--- config.mk ---
export PLATFORM = sky130hd
export DESIGN_NAME = bit_serializer
export DESIGN_NICKNAME = d
export VERILOG_FILES = /design/src/rtl/bit_serializer.sv
export SDC_FILE = /design/constraint.sdc
export NUM_CORES = 1
export LEC_CHECK = 0
export ABC_AREA = 1
export CORE_AREA = 8 8 54 56
export CTS_CLUSTER_DIAMETER = 40
export DETAILED_ROUTE_END_ITERATION = 8
export DIE_AREA = 0 0 62 64
export MAX_ROUTING_LAYER = met4
export PLACE_DENSITY = 0.72
export SLEW_MARGIN = 20
export SYNTH_ARGS = -nofsm -noshare
export SYNTH_HDL_FRONTEND = slang
export SYNTH_SLANG_ARGS = --single-unit
--- constraint.sdc ---
create_clock -name c -period 1.5 [get_ports c]
set_clock_uncertainty 0.1 [all_clocks]
set_input_delay 0.375 -clock c [delete_from_list [all_inputs] [get_ports c]]
set_output_delay 0.375 -clock c [all_outputs]
set_load 0.01 [all_outputs]
--- src/rtl/bit_serializer.sv ---
// Parallel-to-serial feeder: accepts a W-bit word on a valid/ready handshake and
// shifts it out one bit per clock, optionally followed by a fixed idle gap.
module bit_serializer #(
    parameter int unsigned W         = 8,
    parameter bit          MSB_FIRST = 1'b1,
    parameter int unsigned GAP       = 0,
    parameter logic        IDLE_LVL  = 1'b0
) (
    input  logic         c,
    input  logic         r,
    input  logic [W-1:0] din,
    input  logic         ld,
    output logic         rdy,
    output logic         x,
    output logic         xv,
    output logic         last,
    output logic         busy
);

    localparam int unsigned    CW       = (W > 1) ? $clog2(W) : 1;
    localparam logic [CW-1:0]  CNT_PEN  = CW'(W - 2);
    localparam logic [3:0]     GAP_LAST = (GAP > 0) ? 4'(GAP - 1) : 4'd0;
    localparam logic           HAS_GAP  = (GAP > 0) ? 1'b1 : 1'b0;

    typedef enum logic [1:0] {
        ST_IDLE  = 2'd0,
        ST_SHIFT = 2'd1,
        ST_GAP   = 2'd2
    } state_t;

    state_t        state_r, state_nx;
    logic [CW-1:0] cnt_r, cnt_nx;
    logic [3:0]    gap_r, gap_nx;
    logic [W-1:0]  sh_r, sh_nx;
    logic          x_r, x_nx;
    logic          xv_r, xv_nx;
    logic          last_r, last_nx;
    logic          busy_r;
    logic          rdy_s;
    logic          accept_s;

    // Bit that leaves the word first in the configured shift order.
    function automatic logic first_bit(input logic [W-1:0] v);
        if (MSB_FIRST) begin
            first_bit = v[W-1];
        end else begin
            first_bit = v[0];
        end
    endfunction

    // Move the next bit to be sent into the outgoing position.
    function automatic logic [W-1:0] advance(input logic [W-1:0] v);
        if (MSB_FIRST) begin
            advance = {v[W-2:0], 1'b0};
        end else begin
            advance = {1'b0, v[W-1:1]};
        end
    endfunction

    // Ready in IDLE, or in the final bit cycle when words may run back to back.
    always_comb begin
        rdy_s    = (state_r == ST_IDLE) ||
                   ((state_r == ST_SHIFT) && last_r && !HAS_GAP);
        accept_s = ld && rdy_s;
    end

    // Next-state and next-output logic.
    always_comb begin
        state_nx = state_r;
        cnt_nx   = cnt_r;
        gap_nx   = gap_r;
        sh_nx    = sh_r;
        x_nx     = IDLE_LVL;
        xv_nx    = 1'b0;
        last_nx  = 1'b0;
        case (state_r)
            ST_IDLE: begin
                if (accept_s) begin
                    state_nx = ST_SHIFT;
                    cnt_nx   = {CW{1'b0}};
                    x_nx     = first_bit(din);
                    sh_nx    = advance(din);
                    xv_nx    = 1'b1;
                end else begin
                    state_nx = ST_IDLE;
                end
            end
            ST_SHIFT: begin
                if (last_r) begin
                    if (accept_s) begin
                        state_nx = ST_SHIFT;
                        cnt_nx   = {CW{1'b0}};
                        x_nx     = first_bit(din);
                        sh_nx    = advance(din);
                        xv_nx    = 1'b1;
                    end else if (HAS_GAP) begin
                        state_nx = ST_GAP;
                        gap_nx   = 4'd0;
                    end else begin
                        state_nx = ST_IDLE;
                    end
                end else begin
                    cnt_nx  = cnt_r + {{(CW-1){1'b0}}, 1'b1};
                    x_nx    = first_bit(sh_r);
                    sh_nx   = advance(sh_r);
                    xv_nx   = 1'b1;
                    last_nx = (cnt_r == CNT_PEN);
                end
            end
            ST_GAP: begin
                if (gap_r == GAP_LAST) begin
                    state_nx = ST_IDLE;
                    gap_nx   = 4'd0;
                end else begin
                    gap_nx   = gap_r + 4'd1;
                end
            end
            default: begin
                state_nx = ST_IDLE;
                cnt_nx   = {CW{1'b0}};
                gap_nx   = 4'd0;
            end
        endcase
    end

    // State and output registers; reset drops any in-flight word.
    always_ff @(posedge c) begin
        if (!r) begin
            state_r <= ST_IDLE;
            cnt_r   <= {CW{1'b0}};
            gap_r   <= 4'd0;
            sh_r    <= {W{1'b0}};
            x_r     <= IDLE_LVL;
            xv_r    <= 1'b0;
            last_r  <= 1'b0;
            busy_r  <= 1'b0;
        end else begin
            state_r <= state_nx;
            cnt_r   <= cnt_nx;
            gap_r   <= gap_nx;
            sh_r    <= sh_nx;
            x_r     <= x_nx;
            xv_r    <= xv_nx;
            last_r  <= last_nx;
            busy_r  <= (state_nx != ST_IDLE);
        end
    end

    assign rdy  = rdy_s;
    assign x    = x_r;
    assign xv   = xv_r;
    assign last = last_r;
    assign busy = busy_r;

endmodule

==> impl_metrics.py <==
metrics = {
    "power_and_ir_drop": {
        "pwr-share-clk_pct": 26.3,
        "power.internal_uw": 761.1,
        "swShare_pct": 26.02,
        "comb_power_share_pct": 15.5,
        "power_uw": 1029,
        "seqPwrFrac_pct": 58.2,
        "p_per_area_nw_per_um2": 826.4,
        "vdd.ir_drop.worst_v": 0.0006797,
        "p_leak_uw": 0.0006043,
        "p_sw_uw": 267.7,
    },
    "logic_synthesis": {
        "synthesis.instances": 135,
        "yosysTopAreaCell": "dfxtp_1",
        "synth_top_family_by_area": "simple AND/OR/NAND/NOR gates",
        "synth_compound_area_share_pct": 9.898,
        "synth-simple-area-share_pct": 30.58,
        "synth.yosys.seq_area_share_pct": 42.64,
        "synthAdderAreaFrac_pct": 5.076,
        "synth_top_area_share_pct": 42.64,
        "synthFlopType": "dfxtp_1",
        "ys_top_cells_by_area": "dfxtp_1 (43%), nand2_1 (11%), inv_1 (7.6%)",
        "synthMuxAreaShare_pct": 0,
        "synth_xor_area_share_pct": 1.777,
        "netlist_area_sq_um": 985.9,
        "synth_edf_count": 0,
        "synth_most_common_cell": "nand2_1",
        "synth-async-reset-ratio_pct": 0,
        "yosys_register_bits": 21,
        "synth_common_cells": "nand2_1 (29), dfxtp_1 (21), inv_1 (20), nor2_1 (16), nand3_1 (13)",
        "synth_cell_type_count": 21,
        "syn-num-nets": 150,
        "yosys_warnings": 0,
        "avgSynthCellArea_sq_um": 7.303,
    },
    "critical_path": {
        "crit_arrival_ns": 0.94,
        "end_kind": "output pin",
        "critical_path_required_ns": 1.02,
        "cpPeakStageDelay_ns": 0.35,
        "crit_buf_inv": 2,
        "r2r_cells": 6,
        "critical_path.slowest_cell": "dfxtp_2",
        "critical_path.cell_chain": "inv_2, nor2_4, nor2_2, buf_2",
        "cpLargestDelayFamily": "flip-flops",
        "reg2reg_to": "state_r[0]$_SDFF_PN0_",
        "worstPathMaxFanout": 2,
        "crit_type": "flip-flop to output pin",
        "r2r_setup_slack_ns": 0.24,
        "rr_startpoint": "state_r[1]$_SDFF_PN0_",
        "critPathLaunchType": "flip-flop",
    },
    "floorplan": {
        "io_pins": 16,
        "die_y_um": 64,
        "die_w_um": 62,
        "die_area_sq_um": 3968,
        "start_util_pct": 46.82,
        "core_area_sq_um": 2106,
        "row_count": 17,
    },
    "timing": {
        "worstMarginPinSlew_ns": 0.1781,
        "finalCritPeriodShare_pct": 94.47,
        "setup_viol": 0,
        "slew_headroom_pct": 88.10,
        "maxSlewViolCount": 0,
        "fmax_mhz": 705.7,
        "fin_setup_tns_ns": 0,
        "min_period_ns": 1.417,
        "hold_viol_final": 0,
        "rsz0062_at_grt": "no",
        "setup_ws_ns": 0.08290,
    },
    "routing": {
        "viasPerCell": 4.587,
        "wl_per_cell_um": 10.30,
        "drtPass1Iterations": 4,
        "drt-initial-drc-count": 12,
        "ant_nets": 0,
        "vias": 867,
        "drc": 0,
        "wl_um": 1947,
    },
    "status": {
        "outcome": "finished, final reports clean",
    },
    "clock_network": {
        "cts_buffer_depth": 2,
        "clk_latency_ns": 0.30,
        "cts_setup_buffers": 0,
        "cts.sinks": 21,
        "cts_buffers": 3,
        "h-tree-depth": 1,
        "path_clk_slew_ns": 0.12,
        "tritoncts": "done",
        "holdBufCountCts": 0,
        "clockRootBuffer": "clkbuf_4",
        "ctsResizeCount": 11,
    },
    "cells_and_area": {
        "antennaDiodeCount": 0,
        "area_growth_pct": 26.27,
        "drive_gt1_share_pct": 18.63,
        "post-route-util_pct": 59.12,
        "final_cells": 189,
        "nets": 177,
    },
    "placed_design": {
        "dp_hpwl_um": 1553,
        "gp_congestion": 0.7800,
        "numPortBuffers": 15,
        "dp_slack_ns": -0.1370,
        "dp.cells": 185,
    },
    "run": {
        "cap_violations": 0,
    },
    "global_routing": {
        "grtUsageTotal_pct": 11.36,
        "grt_pass1_vias": 843,
        "overflow": 0,
        "grt_pass1_wl_um": 3450,
        "grt_max_degree": 13,
        "antenna_found_initial": 0,
    },
    "worst_hold_path": {
        "min-delay-start": "sh_r[0]$_SDFFE_PN0P_",
        "min_path_type": "flip-flop to flip-flop",
        "whs_path_depth": 2,
        "hold_path_end": "sh_r[0]$_SDFFE_PN0P_",
    },
}
-- flip-flops by register name (all words and copies together) (netlist names) --
signal / count
sh_r: 8
gap_r: 4
cnt_r: 3
state_r: 2
busy: 1
last: 1
x: 1
xv: 1
-- how the worst max path moves through the flow --
| stage | startpoint | to | slack (ns) | depth (start not counted) |
|---|---|---|---|---|
| after floorplan | last$_SDFF_PP0_ | sh_r[3]$_SDFFE_PN0P_ | 0.35 | 7 |
| after global placement | ld | sh_r[4]$_SDFFE_PN0P_ | -0.12 | 8 |
| after detailed placement | ld | sh_r[7]$_SDFFE_PN0P_ | -0.14 | 8 |
| after CTS | last$_SDFF_PP0_ | last | 0.02 | 2 |
| after global routing | state_r[0]$_SDFF_PN0_ | rdy | 0.01 | 4 |
| final | state_r[0]$_SDFF_PN0_ | rdy | 0.08 | 4 |
-- metal layers --
| metal | global-route usage, % | part of all wire, % | up-vias |
|---|---|---|---|
| met5 | - | 0 | - |
| met4 | 4.274 | 1.6 | 0 |
| met3 | 3.200 | 4.8 | 4 |
| met2 | 17.46 | 45 | 12 |
| met1 | 13.49 | 48 | 377 |
| li1 | - | - | 474 |
-- layout make-up --
type                       count  area (sq um)
clock buffer                   3         22.52
clock inverter                 1         5.005
fill                         189         860.8
inverter                      25         93.84
multi-input combinational     88         469.2
sequential                    21         422.9
tap                           28         35.03
timing repair buffer          23         196.4
-- tightest hold or removal path: cells and delay by family (launching register included) --
| kind | cells | cell delay [ns] |
|---|---|---|
| AND/OR/NAND/NOR | 1 | 0.05 |
| flip-flops | 1 | 0.32 |
| buffers and inverters | 1 | 0.06 |
-- cell families (layout without fill, tap and decap cells) --
kind of cell               after synthesis  in the layout
xor gates and xnor gates                 2              2
buffers and inverters                   26             52
and+or+nand+nor                         66             66
AOI/OAI and AO/OA                       16             16
adders and majority gates                4              4
DFF                                     21             21
-- power by group through the flow --
stage / sequential [uW] / combinational, uW / clock, uW
global placement: 611 / 165 / 0
detailed placement: 612 / 165 / 0
finish: 599 / 159 / 270
CTS: 599 / 161 / 277
floorplan: 613 / 88.5 / 0
global route: 604 / 180 / 308
-- cell usage in the layout, fill, tap and decap left out --
master,n
o21bai_1,2
o21ai_1,2
xor2_1,1
a21oi_1,4
clkinv_2,1
nor2_4,3
inv_2,5
nand3_2,1
inv_1,20
clkbuf_2,1
nand3_1,13
buf_4,8
nand2_1,29
o21ai_0,5
buf_2,1
ha_1,4
o211ai_1,1
clkdlybuf4s50_1,10
o21a_1,1
o31ai_2,1
clkbuf_4,3
dfxtp_1,19
nor2_2,1
nor3_1,1
xnor2_1,1
nand2_2,3
nor2_1,15
dlygate4sd2_1,3
dfxtp_2,2
-- metrics by stage --
stage                     hold slack, ns  area [sq um]
after floorplan                   0.3242         985.9
after global placement            0.3417          1226
after detailed placement          0.3497          1226
after CTS                         0.3670          1247
after global routing              0.3991          1245
final                             0.3607          1245
(Power assumes the default switching activity.)
